--- src/rtl/cpu_ctrl_pkg.sv ---
// cpu_ctrl_pkg: FSM encoding, defaults and hazard priority order for the pipeline sequencer
package cpu_ctrl_pkg;
   typedef enum logic {ST_RUN = 1'b0, ST_MUL_BUSY = 1'b1} state_t;
   localparam int REG_W_DEF = 3;
   localparam int PRI_MEM = 0;
   localparam int PRI_EX = 1;
   localparam int PRI_BR = 2;
   localparam int PRI_LU = 3;
   localparam int PRI_N = 4;
endpackage

--- src/rtl/sat_counter.sv ---
// sat_counter: event counter that sticks at all-ones, with clear taking priority over increment
module sat_counter #(
   parameter int W = 16
) (
   input  logic         clk,
   input  logic         rst_n,
   input  logic         inc,
   input  logic         clr,
   output logic [W-1:0] count
);
   always_ff @(posedge clk or negedge rst_n)
      if (!rst_n) count <= '0;
      else if (clr) count <= '0;
      else if (inc && !(&count)) count <= count + W'(1);
endmodule

--- src/rtl/pipe_ctrl.sv ---
// pipe_ctrl: prioritised stall/bubble/flush sequencer with MUL occupancy FSM, perf counters and memory watchdog
module pipe_ctrl
   import cpu_ctrl_pkg::*;
#(
   parameter int REG_W       = REG_W_DEF,
   parameter int MUL_CYCLES  = 4,
   parameter int CNT_W       = 16,
   parameter int MEM_TIMEOUT = 64
) (
   input  logic             clk,
   input  logic             rst_n,
   input  logic             id_ex_memread,
   input  logic [REG_W-1:0] id_ex_rd,
   input  logic [REG_W-1:0] if_id_rs1,
   input  logic [REG_W-1:0] if_id_rs2,
   input  logic             id_is_mul,
   input  logic             ex_branch_taken,
   input  logic             mem_req,
   input  logic             mem_ready,
   input  logic             clr_cnt,
   output logic             pc_stall,
   output logic             if_id_stall,
   output logic             if_id_flush,
   output logic             id_ex_stall,
   output logic             id_ex_bubble,
   output logic             ex_mem_stall,
   output logic             ex_mem_bubble,
   output logic             mem_wb_bubble,
   output logic             mul_busy,
   output logic             mem_timeout,
   output logic [CNT_W-1:0] stall_cnt,
   output logic [CNT_W-1:0] flush_cnt
);
   localparam int WW = $clog2(MEM_TIMEOUT + 1);
   localparam logic [3:0] MUL_LD = 4'(MUL_CYCLES - 1);
   state_t state, state_nxt;
   logic [3:0] mul_cnt, mul_nxt;
   logic [WW-1:0] wait_cnt, wait_nxt;
   logic [PRI_N-1:0] haz, win;
   logic mem_stall, ex_hold, load_use, id_adv, free, start;
   assign mem_stall = mem_req & ~mem_ready;
   assign ex_hold = (state == ST_MUL_BUSY) & (mul_cnt != 4'd0);
   assign load_use = id_ex_memread & ((id_ex_rd == if_id_rs1) | (id_ex_rd == if_id_rs2));
   // lowest set bit is the winning hazard; everything is forced quiet while in reset
   always_comb begin
      haz = '0;
      haz[PRI_MEM] = mem_stall;
      haz[PRI_EX] = ex_hold;
      haz[PRI_BR] = ex_branch_taken;
      haz[PRI_LU] = load_use;
      win = rst_n ? (haz & (~haz + PRI_N'(1))) : '0;
      id_adv = ~|haz;
   end
   always_ff @(posedge clk or negedge rst_n)
      if (!rst_n) begin
         state <= ST_RUN;
         mul_cnt <= '0;
      end else begin
         state <= state_nxt;
         mul_cnt <= mul_nxt;
      end
   // EX is free in RUN, or once the MUL count has drained and MEM is not holding it
   always_comb begin
      free = (state == ST_RUN) | ((mul_cnt == 4'd0) & ~mem_stall);
      start = id_is_mul & id_adv;
      state_nxt = free ? (start ? ST_MUL_BUSY : ST_RUN) : state;
      mul_nxt = (free & start) ? MUL_LD : ((mul_cnt != 4'd0) ? mul_cnt - 4'd1 : mul_cnt);
   end
   always_comb begin
      pc_stall = win[PRI_MEM] | win[PRI_EX] | win[PRI_LU];
      if_id_stall = win[PRI_MEM] | win[PRI_EX] | win[PRI_LU];
      if_id_flush = win[PRI_BR];
      id_ex_stall = win[PRI_MEM] | win[PRI_EX];
      id_ex_bubble = win[PRI_BR] | win[PRI_LU];
      ex_mem_stall = win[PRI_MEM];
      ex_mem_bubble = win[PRI_EX];
      mem_wb_bubble = win[PRI_MEM];
      mul_busy = state == ST_MUL_BUSY;
   end
   assign wait_nxt = mem_stall ? ((wait_cnt == WW'(MEM_TIMEOUT)) ? wait_cnt : wait_cnt + WW'(1)) : '0;
   always_ff @(posedge clk or negedge rst_n)
      if (!rst_n) begin
         wait_cnt <= '0;
         mem_timeout <= 1'b0;
      end else begin
         wait_cnt <= wait_nxt;
         mem_timeout <= ~clr_cnt & (mem_timeout | (wait_nxt == WW'(MEM_TIMEOUT)));
      end
   sat_counter #(.W(CNT_W)) u_stall_cnt (
      .clk(clk), .rst_n(rst_n), .inc(pc_stall), .clr(clr_cnt), .count(stall_cnt)
   );
   sat_counter #(.W(CNT_W)) u_flush_cnt (
      .clk(clk), .rst_n(rst_n), .inc(if_id_flush), .clr(clr_cnt), .count(flush_cnt)
   );
endmodule
--- config.mk ---
export PLATFORM = sky130hd
export DESIGN_NAME = pipe_ctrl
export DESIGN_NICKNAME = d
export VERILOG_FILES = /design/src/rtl/cpu_ctrl_pkg.sv /design/src/rtl/sat_counter.sv /design/src/rtl/pipe_ctrl.sv
export SDC_FILE = /design/constraint.sdc
export NUM_CORES = 1
export LEC_CHECK = 0
export CAP_MARGIN = 20
export CORE_ASPECT_RATIO = 0.5
export CORE_MARGIN = 2
export CORE_UTILIZATION = 50
export CTS_CLUSTER_SIZE = 25
export DETAILED_ROUTE_END_ITERATION = 10
export GPL_TIMING_DRIVEN = 0
export PLACE_DENSITY = 0.87
export RECOVER_POWER = 25
export SYNTH_ARGS = -nofsm -noshare
export SYNTH_HDL_FRONTEND = slang
export SYNTH_SLANG_ARGS = --single-unit
--- constraint.sdc ---
create_clock -name clk -period 2.6 [get_ports clk]
set_input_delay 0.52 -clock clk [delete_from_list [all_inputs] [get_ports clk]]
set_output_delay 0.52 -clock clk [all_outputs]
set_load 0.02 [all_outputs]
; Word-level counts from Yosys, hierarchy flattened
; Index checks and enable logic that the tools add are counted.
[totals]
out_inout_bits = 42
word_cells = 57
inputBits = 17
register_bits = 45
[op_classes]
eq_ne = 4
add_sub_neg = 5
bitwise = 19
n_mux = 10
reduce_logical = 13
[op_table]
columns = cell, count
row1 = 2-to-1 mux 16 bit, 4
row2 = "adder 16 x 1 -> 16 bit, second input constant", 2
row3 = AND reduction 16 bit, 2
row4 = "== test 7 bit, second input constant", 2
row5 = 2-to-1 mux 7 bit, 2
row6 = 2-to-1 mux 4 bit, 3
row7 = "adder 7 x 1 -> 7 bit, second input constant", 1
row8 = bitwise AND 1 bit, 7
row9 = == test 3 bit, 2
row10 = bitwise OR 1 bit, 6
row11 = nonzero test 2 bit, 3
row12 = "adder 4 x 1 -> 4 bit, second input constant", 1
row13 = bitwise AND 4 bit, 1
row14 = logical NOT 4 bit, 1
row15 = NOT 1 bit, 4
row16 = NOT 4 bit, 1
row17 = nonzero test 4 bit, 1
row18 = OR reduction 4 bit, 1
row19 = "subtractor 4 x 1 -> 4 bit, second input constant", 1
row20 = logical NOT 1 bit, 3
row21 = logical AND 1 bit, 2
row22 = 2-to-1 mux 1 bit, 1

; Logic depth before layout (Yosys ltp)
; Gate-level depths: netlist of the first run.
[logic_depth]
ltp_word = 12
mapped_depth = 10
ltp_nobuf = 8

; Hierarchy
; Synthesis of the first run repeated with hierarchy kept, for this count alone.
[unflattened]
cells_unflattened = 291
area_unflattened_um2 = 2733.9
[modules_own_cells]
columns = module, seq_area_each_um2, cells_each, area_each_um2, n_inst
row1 = sat_counter, 400.4, 95, 919.6, 2
row2 = pipe_ctrl, 325.3, 101, 894.6, 1

; Worst setup path after synthesis of the first run
; Ideal clock, no wire load.
[synth_path]
path_kind = reg2reg
from = register u_stall_cnt.count[0]
to = register u_stall_cnt.count[9]
t_required_ps = 2475
path_stages_with_launch = 10
arrival_ps = 2298
synth_period_minus_slack_ps = 2423
setup_ps = 125
setup_slack_ps = 177
path_buffers = 2
path_cell_list = dfrtp_1 > ha_1 > nand2_1 > or3_1 > buf_6 > o41a_1 > a21bo_4 > buf_12 > nor3_2 > mux2_4
[synth_via]
elab_chain_len = 4
word_cells_on_any_way = 7
classes_between = add/sub: 1 / mux: 2 / reduce/logical: 4
[synth_lines]
columns = item, line_no
row1 = "start, declared", sat_counter.sv:9  ; output logic [W-1:0] count
row2 = "start signal, assigned", sat_counter.sv:14  ; else if (inc && !(&count)) count <= count + W'(1);
row3 = branches (longest 4 deep; another with adder 16 x 1 -> 16 bit), -
; Several ways; the timed one is not identified. The select of a mux whose other input is x is not followed.
; A chain may end at the register's enable or synchronous reset.

; Final worst setup path of the first run
[layout_path]
from = input if_id_rs1[1]
to = output pc_stall
[layout_via]
elab_chain_len = 8
[layout_lines]
columns = item, line_no
row1 = "start, declared", pipe_ctrl.sv:14  ; input logic [REG_W-1:0] if_id_rs1,
row2 = == test 3 bit (*), pipe_ctrl.sv:43  ; assign load_use = id_ex_memread & ((id_ex_rd == if_id_rs1) | (id_ex_rd == if_id_rs2));
row3 = bitwise OR 1 bit (*), pipe_ctrl.sv:43
row4 = bitwise AND 1 bit (*), pipe_ctrl.sv:43
row5 = NOT 4 bit, pipe_ctrl.sv:51  ; win = rst_n ? (haz & (~haz + PRI_N'(1))) : '0;
row6 = adder 4 x 1 -> 4 bit, pipe_ctrl.sv:51
row7 = bitwise AND 4 bit (*), pipe_ctrl.sv:51
row8 = 2-to-1 mux 4 bit (*), pipe_ctrl.sv:51
row9 = bitwise OR 1 bit (*), pipe_ctrl.sv:70  ; pc_stall = win[PRI_MEM] | win[PRI_EX] | win[PRI_LU];
row10 = "end, declared", pipe_ctrl.sv:21  ; output logic pc_stall,
; Mark *: on every way between the ends. The rest lies on a longest branch, timed or not.

==> metrics.md, run 1 <==
| Metric | Value |
|---|---|
| Synth Register Bits | `between 40 and 50` |
| Drt total wl | `roughly 6.5 mm` |
| Avg WL per Cell | `approximately 16 um` |
| Placer Congestion | `0.8701` |
| Synth area leader | `dfrtp_1` |
| NumNets Final | `370` |
| Total Power | `1944 uW` |
| Die Y | `55.08 um` |
| Required @ worst endpoint | `approximately 2100 ps` |
| CTS tree | `yes` |
| CP Class | `primary input to primary output` |
| Maximum clock rate | `393.5 MHz` |
| Post-synth ARST share | `1.000` |
| Worst slew pin tran | `around 550 ps` |
| Die width | `between 100 and 150 um` |
| Starting Density | `0.5241` |
| Post-route clock period utilization | `0.9774` |
| Clk sink count | `45` |
| Syn nets | `300` |
| Critical path startpoint category | `primary input` |
| Unrepaired setup endpoints after global routing | `yes` |
| Top post-synthesis cells by count | `dfrtp_1 (45), nor2_1 (37), xor2_1 (18), nand2_1 (17), nand3_1 (14)` |
| Leak Pwr | `~0.0015 uW` |
| Cts hold-fix bufs | `0` |
| Ys Warns | `0` |
| CTS Buf Count | `5` |
| Final setup viols | `0` |
| Reg clk slew, reported paths | `90 ps` |
| Final Instance Count excl. Fillers | `roughly 420` |
| Core footprint | `roughly 0.005 mm^2` |
| Hold Vio Cnt, Final | `0` |
| Share of layout cells above drive strength 1 | `0.1318` |
| Min-delay worst type | `primary input to async pin` |
| Yosys cell types | `between 40 and 50` |
| Synth-to-layout area growth | `33.67%` |
| Dpl cells | `between 400 and 500` |
| IO Port Bufs | `58` |
| Max clock buf depth | `2` |
| Pwr dens | `roughly 560 mW/mm^2` |
| Post-synthesis area per instance | `roughly 9.4 um^2` |
| Post-synth top area share | `0.4317` |
| Crit path max fanout | `3` |
| First-pass GRT wire length | `10.32 mm` |
| Most frequent cell after synthesis | `dfrtp_1` |
| Num ports | `59` |
| VDD IR-drop max | `~320 uV` |
| Main synth FF type | `dfrtp_1` |
| Remaining routing DRC violations | `0` |
| CP Capture Type | `primary output` |
| Remaining antenna violation count after routing | `0` |
| Htree depth | `2` |
| Skew-Pair Late Insertion Delay | `just over 300 ps` |
| Initial antenna violation count | `0` |
| Synth Instances | `278` |
| DRT iter0 DRCs | `between 100 and 150` |
| Post-Syn Area | `0.002609 mm^2` |
| Drt pass-1 iters | `4` |
| CTS root buffer | `clkbuf_8` |
| Total track usage | `0.2285` |
| Vias | `around 2300` |
| Largest net degree at the start of global routing | `42` |
| Sequential area share after synthesis | `0.4317` |
| Top post-synthesis cells by area | `dfrtp_1 (43%), xor2_1 (6.0%), nor2_1 (5.3%)` |
| WHS | `between 80 and 90 ps` |
| Die area | `0.005846 mm^2` |
| Antenna fix cells | `0` |
| Post-synth EDFFs | `0` |
| Via/cell ratio | `roughly 5.6` |
| CP arrival | `about 2000 ps` |
| Setup tns final | `0 ps` |
| Vias in the first global route | `2223` |
| Detailed placement HPWL | `approximately 4.5 mm` |
| Minimum clock period | `2541 ps` |
| Run status | `complete, no violations` |
| Fin. max-slew vios | `0` |
| Slew HR | `0.6332` |
| Clk_skew | `between 10 and 15 ps` |
| Std-Cell Rows | `18` |
| Maxcap violations | `0` |
| Grt ovf | `0` |
==> area by class of cell <==
type | count | area (um^2)
Sequential cell | 45 | 1126
Clock inverter | 1 | 5.005
Tap cell | 70 | 87.58
Inverter | 10 | 37.54
Multi-Input combinational cell | 212 | 1428
Timing Repair Buffer | 64 | 621.8
Fill cell | 375 | 1490
Clock buffer | 7 | 96.34
Buffer | 10 | 85.08
==> layer usage <==
metal / part of all wire / GRT usage / vias up / wire, um
met5: 0 / 0 / - / 0
met4: 0.017 / 0.09868 / 0 / 109
met1: 0.43 / 0.2716 / 1170 / 2801
met2: 0.53 / 0.4209 / 43 / 3447
met3: 0.028 / 0.04801 / 12 / 185
li1: - / - / 1124 / -
==> what timing repair did <==
action / in CTS / in global routing
pin swaps: 2 / 4
resized for setup: 19 / 13
buffers inserted: 2 / 2
endpoints found under the setup margin: 15 / 18
==> power by group <==
| group | internal (uW) | switching [uW] |
|---|---|---|
| Combinational | 291 | 341 |
| Sequential | 751 | 68.3 |
| Clock | 241 | 252 |
| Total | 1280 | 661 |
==> cell families after synthesis <==
logic type | Yosys count | share of synthesized area
AO/OA/AOI/OAI | 43 | 0.1118
AND/OR/NAND/NOR | 131 | 0.2643
flip-flops | 45 | 0.4317
XOR/XNOR | 27 | 0.09065
multiplexers | 6 | 0.02926
adder cells (fa/ha/maj) | 5 | 0.02398
buffers and inverters | 21 | 0.04844
==> metrics by stage <==
stage	instance area, um^2	setup slack (ps)	utilization
floorplan	2609	176.9	-
global placement	3277	-1876	0.6584
detailed placement	3292	-567.4	0.6614
CTS	3426	19.23	0.6883
global route	3487	-37.70	0.7006
finish	3487	58.80	0.7006
==> layout by cell type (no fill, tap or decap), drive strengths merged, types with 7 or more instances in the layout <==
cell type and count:
a21oi 14, buf 13, clkbuf 14, clkdlybuf4s50 45, dfrtp 45, inv 10, nand2 17, nand3 15
nand4 9, nor2 37, nor2b 7, nor3 11, o21ai 9, or3 11, xnor2 9, xor2 18
==> flip-flops by register name (all words and copies together), names as in the netlist <==
| signal | cells |
|---|---|
| mul_busy | 1 |
| mul_cnt | 4 |
| u_stall_cnt.count | 16 |
| wait_cnt | 7 |
| u_flush_cnt.count | 16 |
| mem_timeout | 1 |
==> worst paths after layout <==
path                                             startpoint                               end  slack [ps]  depth (start not counted)
hold reg to reg                       mem_timeout$_DFF_PN0_             mem_timeout$_DFF_PN0_         510                          2
hold / removal                                        rst_n  u_stall_cnt.count[5]$_DFFE_PN0P_          90                          1
min in group clk                      mem_timeout$_DFF_PN0_             mem_timeout$_DFF_PN0_         510                          2
setup / recovery                               if_id_rs1[1]                          pc_stall          60                          8
setup reg to reg           u_stall_cnt.count[0]$_DFFE_PN0P_  u_stall_cnt.count[1]$_DFFE_PN0P_         100                         10
max in group asynchronous                             rst_n  u_flush_cnt.count[8]$_DFFE_PN0P_        2000                          2
==> worst max-delay path, stage by stage <==
cell and delay (ps):
clkdlybuf4s50_1 480, xor2_1 180, nor3_2 90, o21ai_2 200
nand2_2 100, and2_4 180, buf_4 120, buf_4 140
No activity file was read; power rests on OpenSTA's default activity.
==> inputs of run 2 (changes only) <==
- HOLD_SLACK_MARGIN: unset -> 0.06
- RECOVER_POWER: 25 -> 50
- SLEW_MARGIN: unset -> 20
==> run 2 against run 1 <==
Net effect:
- the flow now finishes with violations (negative setup slack)
- global-route usage is 0.17 points higher
- critical path depth unchanged
- critical path type unchanged
- via count grew 0.26%
==> metrics.md, run 2 (same netlist as run 1, synthesis figures left out) <==
| Metric | Value |
|---|---|
| Run status | `complete, but fails checks` |
| Failing checks | `negative setup slack` |
| Htree depth | `2 (unchanged)` |
| Die width | `106.2 um (unchanged)` |
| Clk_skew | `9.095 ps (-1.381 ps)` |
| CTS tree | `yes` |
| Vias in the first global route | `2224 (+0.045%)` |
| Multi-input logic area | `0.001408 mm^2 (-1.4%)` |
| Slew HR | `0.2445 (-0.3887)` |
| First-pass GRT wire length | `10.41 mm (+0.87%)` |
| Required @ worst endpoint | `2080 ps (about the same)` |
| Max clock buf depth | `2 (unchanged)` |
| Die area | `0.005846 mm^2 (unchanged)` |
| Clk sink count | `45 (unchanged)` |
| Unrepaired setup endpoints after global routing | `yes` |
| DRT iter0 DRCs | `144 (+23%)` |
| Minimum clock period | `2602 ps (+61.12 ps)` |
| FF-to-FF setup slack | `110 ps (about the same)` |
| CTS root buffer | `clkbuf_8` |
| Reg2Reg Depth | `10 (unchanged)` |
| Hold Vio Cnt, Final | `0 (unchanged)` |
| Cts hold-fix bufs | `0 (unchanged)` |
| Combinational Power Share | `0.332 (+0.007)` |
| Skew-Pair Late Insertion Delay | `300 ps (about the same)` |
| Commonest non-fill, non-tap cell in the layout | `dfrtp_1` |
| Starting Density | `0.5241 (unchanged)` |
| Detailed placement HPWL | `4.658 mm (+2.5%)` |
| CTS Buf Count | `5 (unchanged)` |
| Core footprint | `0.004977 mm^2 (unchanged)` |
| Maximum clock rate | `384.3 MHz (-2.3%)` |
| Remaining antenna violation count after routing | `0 (unchanged)` |
| Most frequent cells in the layout | `dfrtp_1 (44), nor2_1 (37), clkdlybuf4s50_1 (36)` |
| Worst slew pin tran | `1123 ps (+574.4 ps)` |
| Biggest regs | `u_flush_cnt.count: 16 flops, u_stall_cnt.count: 16 flops, wait_cnt: 7 flops` |
| Remaining routing DRC violations | `0 (unchanged)` |
| NumNets Final | `369 (-0.27%)` |
| Sequential cell area | `0.001127 mm^2 (+0.11%)` |
| RR Startpoint | `u_stall_cnt.count[0]$_DFFE_PN0P_` |
| CP Class | `primary input to primary output` |
| Num ports | `59 (unchanged)` |
| Crit path max fanout | `3 (unchanged)` |
| Largest net degree at the start of global routing | `30 (-29%)` |
| Vias | `2355 (+0.26%)` |
| Dpl ws | `-554.1 ps (+13.31 ps)` |
| CP arrival | `2080 ps (+60 ps)` |
| Critical path startpoint category | `primary input` |
| Maxcap violations | `0 (unchanged)` |
| Reg clk slew, reported paths | `90 ps (about the same)` |
| Avg WL per Cell | `15.77 um (+0.96%)` |
| Share of layout cells above drive strength 1 | `0.1210 (-0.01077)` |
| Share of power burned in registers | `0.432 (+0.010)` |
| Antenna fix cells | `0 (unchanged)` |
| Post-route clock period utilization | `1.001 (+0.02351)` |
| Min-delay worst type | `primary input to async pin` |
| Via/cell ratio | `5.647 (+0.74%)` |
| Leak Pwr | `0.001479 uW (about the same)` |
| Pint | `1250 uW (-2.6%)` |
| VDD IR-drop max | `311.1 uV (-2.0%)` |
| Drt total wl | `6.576 mm (+0.47%)` |
| CP Capture Type | `primary output` |
| Final worst slack | `-2.318 ps (-61.12 ps)` |
| Die Y | `55.08 um (unchanged)` |
| Final setup viols | `1 (+1)` |
| Initial antenna violation count | `0 (unchanged)` |
| Drt pass-1 iters | `4 (unchanged)` |
| Synth-to-layout area growth | `32.23%` |
| Pwr dens | `547.4 mW/mm^2 (-1.8%)` |
| Clock share of power | `0.236 (-0.017)` |
| Final Util | `0.6931 (-0.007541)` |
| Total track usage | `0.2302 (+0.001673)` |
| Filler cells | `375 (unchanged)` |
| Placer Congestion | `0.8701 (unchanged)` |
| Fin. max-slew vios | `0 (unchanged)` |
| Switching Power | `638.8 uW (-3.3%)` |
| Sw Share | `0.3383 (-0.001619)` |
| Std-Cell Rows | `18 (unchanged)` |
| IO Port Bufs | `58 (unchanged)` |
| Reg2reg end | `u_stall_cnt.count[1]$_DFFE_PN0P_` |
| Grt ovf | `0 (unchanged)` |
-- run 2: final cells by class --
class / count / share of cell area
multi-input combinational: 212 / 0.4081
sequential: 45 / 0.3268
timing repair buffer: 63 / 0.1792
tap: 70 / 0.02539
clock buffer: 7 / 0.02503
buffer: 10 / 0.02466
inverter: 10 / 0.01088
-- run 2: worst max-delay path: stages --
cell and delay [ps]:
clkdlybuf4s50_1 500, xor2_1 220, nor3_2 90, o21ai_2 190, nand2_2 110, and2_4 180, buf_4 120, clkbuf_2 140
-- run 2: repair_timing --
| item | CTS | global route |
|---|---|---|
| pin swaps | 2 | 4 |
| gates resized for setup | 19 | 10 |
| cloned | 0 | 0 |
| endpoints found under the setup margin | 17 | 18 |
| setup buffers | 2 | 2 |
-- run 2: per-stage QoR --
step / power [uW] / area (um^2) / setup TNS [ps] / hold slack (ps) / std cells
3_3_place_gp: 1364 / 3277 / -76590 / 491.1 / 406
2_1_floorplan: 1181 / 2609 / 0 / 224.4 / 278
5_1_grt: 1980 / 3450 / -53.47 / 168.6 / 417
4_1_cts: 1885 / 3431 / -134.1 / 159.7 / 415
3_5_place_dp: 1404 / 3299 / -6021 / 495.7 / 407
6_report: 1888 / 3450 / -2.318 / 149.0 / 417
-- run 2: how the worst max path moves through the flow --
stage                                                start                               end  slack [ps]  cells past startpoint
after global placement                               rst_n  u_flush_cnt.count[9]$_DFFE_PN0P_       -1880                      6
after detailed placement                       id_ex_rd[1]                          pc_stall        -550                      8
after global routing                          if_id_rs2[1]                          pc_stall         -40                      8
final                                         if_id_rs2[1]                          pc_stall          -2                      8
after floorplan           u_stall_cnt.count[0]$_DFFE_PN0P_  u_stall_cnt.count[9]$_DFFE_PN0P_         180                      9
after CTS                                      id_ex_rd[0]                          pc_stall        -130                      8
-- run 2: power groups by stage --
stage,logic (uW),clock network (uW),registers (uW)
after CTS,613,454,818
after global placement,547,0,817
after floorplan,347,0,834
final,627,445,816
after global routing,683,475,823
after detailed placement,580,0,824
-- run 2: routing by layer --
metal / track usage / routed length, um / vias to the layer above
met5: 0 / 0 / -
met4: 0.08333 / 102 / 0
met3: 0.03513 / 262 / 12
met2: 0.4241 / 3436 / 74
met1: 0.2872 / 2774 / 1146
li1: - / - / 1123
==> inputs of run 3 (changes only) <==
- CORE_UTILIZATION: 50 -> 51
- PLACE_DENSITY: 0.87 -> 0.8
- SYNTH_HIERARCHICAL: unset -> 1
==> run 3 against run 2 <==
Net effect:
- the flow now finishes without violations
- combinational power down 14%
- clock-buffer cell count down 1
- worst setup slack better by 26 ps
- first-iteration DRC count down 28%
- sequential power down 2%
- power down 6.3%
- clock skew down 0.76 ps
==> metrics.md, run 3 <==
| Metric | Value |
|---|---|
| CTS root buffer | `clkbuf_8` |
| Skew-Pair Late Insertion Delay | `300 ps (about the same)` |
| Share of layout cells above drive strength 1 | `0.1793 (+0.05831)` |
| Remaining routing DRC violations | `0 (unchanged)` |
| CP Capture Type | `flop` |
| Leak Pwr | `0.001504 uW (+1.7%)` |
| Htree depth | `2 (unchanged)` |
| DRT iter0 DRCs | `104 (-28%)` |
| Synth area leader | `dfrtp_1` |
| Final setup viols | `0 (-1)` |
| Synth Instances | `291 (+4.7%)` |
| Die Y | `55.77 um (+1.3%)` |
| Syn nets | `313 (+4.3%)` |
| Hold Vio Cnt, Final | `0 (unchanged)` |
| CP Class | `flop to flop` |
| Post-Syn Area | `0.002734 mm^2 (+4.8%)` |
| Largest net degree at the start of global routing | `27 (-10%)` |
| Drt total wl | `6.703 mm (+1.9%)` |
| IO Port Bufs | `58 (unchanged)` |
| NumNets Final | `389 (+5.4%)` |
| Remaining antenna violation count after routing | `0 (unchanged)` |
| Max clock buf depth | `2 (unchanged)` |
| First-pass GRT wire length | `11.56 mm (+11%)` |
| Post-synthesis area per instance | `9.395 um^2 (+0.11%)` |
| Vias | `2513 (+6.7%)` |
| Crit path max fanout | `7 (+4)` |
| Starting Density | `0.5419 (+0.01778)` |
| Pwr dens | `483.8 mW/mm^2 (-12%)` |
| Biggest regs | `u_flush_cnt/count: 16 flops, u_stall_cnt/count: 16 flops, wait_cnt: 7 flops` |
| Maxcap violations | `0 (unchanged)` |
| Initial antenna violation count | `0 (unchanged)` |
| Avg WL per Cell | `15.30 um (-3.0%)` |
| Dpl cells | `420 (+3.2%)` |
| Most frequent cells in the layout | `clkdlybuf4s50_1 (48), dfrtp_1 (45), a21oi_1 (22)` |
| FF-to-FF setup slack | `20 ps (-90 ps)` |
| CTS tree | `yes` |
| Worst slew pin tran | `540.5 ps (-582.3 ps)` |
| Final Util | `0.7247 (+0.03164)` |
| Ys Warns | `6 (+6)` |
| Detailed placement HPWL | `4.729 mm (+1.5%)` |
| Drt pass-1 iters | `4 (unchanged)` |
| Reg2Reg Depth | `10 (unchanged)` |
| Total Power | `1769 uW (-6.3%)` |
| CP max stage cell | `or4_1` |
| Clk sink count | `45 (unchanged)` |
| Post-synth ARST share | `1.000 (unchanged)` |
| CP arrival | `2800 ps (+720 ps)` |
| WHS | `123.3 ps (-25.80 ps)` |
| Critical path startpoint category | `flop` |
| Core footprint | `0.005045 mm^2 (+1.4%)` |
| Antenna fix cells | `0 (unchanged)` |
| Minimum clock period | `2576 ps (-26.03 ps)` |
| Largest stage delay, worst path | `480 ps (-20 ps)` |
| Slew HR | `0.6369 (+0.3923)` |
| Final Instance Count excl. Fillers | `438 (+5.0%)` |
| Maximum clock rate | `388.2 MHz (+1.0%)` |
| Vias in the first global route | `2486 (+12%)` |
| Placer Congestion | `0.8614 (-1.0%)` |
| Via/cell ratio | `5.737 (+1.6%)` |
| Total track usage | `0.2378 (+0.007593)` |
| CTS Buf Count | `5 (unchanged)` |
| Reg clk slew, reported paths | `90 ps (about the same)` |
| Run status | `complete, no violations` |
| Min-delay worst type | `primary input to async pin` |
| Required @ worst endpoint | `2830 ps (+750 ps)` |
| Sequential area share after synthesis | `0.4119 (-0.01976)` |
| Commonest non-fill, non-tap cell in the layout | `clkdlybuf4s50_1` |
| Main synth FF type | `dfrtp_1` |
| Yosys cell types | `50 (+6.4%)` |
| Most frequent cell after synthesis | `dfrtp_1` |
| Die area | `0.005998 mm^2 (+2.6%)` |
| Fin. max-slew vios | `0 (unchanged)` |
| Unrepaired setup endpoints after global routing | `yes` |
| Top post-synthesis cells by area | `dfrtp_1 (41%), a21oi_1 (4.2%), xor2_1 (3.5%)` |
| Synth Register Bits | `45 (unchanged)` |
| Std-Cell Rows | `18 (unchanged)` |
| Reg2reg end | `u_flush_cnt/count[15]$_DFFE_PN0P_` |
| Die width | `107.5 um (+1.3%)` |
| Post-synth top area share | `0.4119 (-0.01976)` |
| RR Startpoint | `mul_cnt[1]$_DFFE_PN0P_` |
| Top post-synthesis cells by count | `dfrtp_1 (45), a21oi_1 (23), nor2_1 (22), nand2_1 (19), o21ai_0 (15)` |
| Num ports | `59 (unchanged)` |
| Grt ovf | `0 (unchanged)` |
| Post-synth EDFFs | `0 (unchanged)` |
| Clk_skew | `8.337 ps (-0.7583 ps)` |
| Cell Chain, Critical Path | `inv_1 > ha_2 > or3b_4 > a21oi_4 > nand2_2 > nor2_4 > and4_4 > nand3_4 > or4_1 > a21oi_1` |
| CP startpoint | `mul_cnt[1]$_DFFE_PN0P_` |
| Post-route clock period utilization | `0.9909 (-0.01001)` |
| Synth-to-layout area growth | `33.73%` |
| VDD IR-drop max | `274.0 uV (-12%)` |
==> run 3: worst max-delay path by stage <==
| stage | cells past startpoint | end | slack (ps) |
|---|---|---|---|
| after floorplan | 11 | u_flush_cnt/count[15]$_DFFE_PN0P_ | 4 |
| after global placement | 5 | pc_stall | -1860 |
| after detailed placement | 7 | pc_stall | -480 |
| after CTS | 8 | pc_stall | -30 |
| after global routing | 10 | u_flush_cnt/count[15]$_DFFE_PN0P_ | -70 |
| final | 10 | u_flush_cnt/count[15]$_DFFE_PN0P_ | 20 |
==> run 3: power breakdown <==
group / total (uW) / switching (uW) / internal (uW)
clock network: 433 / 246 / 187
registers: 799 / 47.8 / 751
logic: 537 / 269 / 268
total: 1770 / 563 / 1210
==> run 3: logic make-up after synthesis <==
| kind of cell | share of synthesized area |
|---|---|
| adders and majority gates | 0.02288 |
| xor gates and xnor gates | 0.04805 |
| and+or+nand+nor | 0.2920 |
| DFF | 0.4119 |
| AOI/OAI and AO/OA | 0.1565 |
| muxes | 0.03753 |
| buffers and inverters | 0.03112 |
==> run 3: final cells by class <==
type | instances | area [um^2]
Buffer | 7 | 31.28
Clock buffer | 6 | 72.57
Clock inverter | 2 | 10.01
Fill cell | 391 | 1389
Inverter | 10 | 37.54
Multi-Input combinational cell | 226 | 1603
Sequential cell | 45 | 1126
Tap cell | 70 | 87.58
Timing Repair Buffer | 72 | 688.2
==> run 3: timing repair <==
action	in CTS	in global routing
pin swaps	5	5
endpoints found under the hold margin	0	0
resized for setup	26	13
endpoints found under the setup margin	17	19
hold buffers	0	0
setup buffers	8	5
==> run 3: critical path, delay by kind of cell (launching register included) <==
family	cells	cell delay (ps)
AND/OR/NAND/NOR	6	1530
flip-flops	1	390
AO/OA/AOI/OAI	2	360
adder cells (fa/ha/maj)	1	170
buffers and inverters	1	70
==> run 3: per-layer routing <==
metal | share of wire | vias up | GRT usage
met5 | 0 | - | 0
met4 | 0.0097 | 0 | 0.06960
met3 | 0.028 | 9 | 0.03864
met2 | 0.51 | 56 | 0.4151
met1 | 0.45 | 1229 | 0.3056
li1 | - | 1219 | -
==> run 3: per-stage QoR <==
stage	setup TNS (ps)	worst slack [ps]	instance area, um^2
3_5_place_dp	-4203	-478.4	3463
2_1_floorplan	0	3.762	2773
6_report	0	23.71	3656
3_3_place_gp	-73570	-1860	3441
4_1_cts	-29.75	-29.75	3608
5_1_grt	-209.8	-66.40	3656
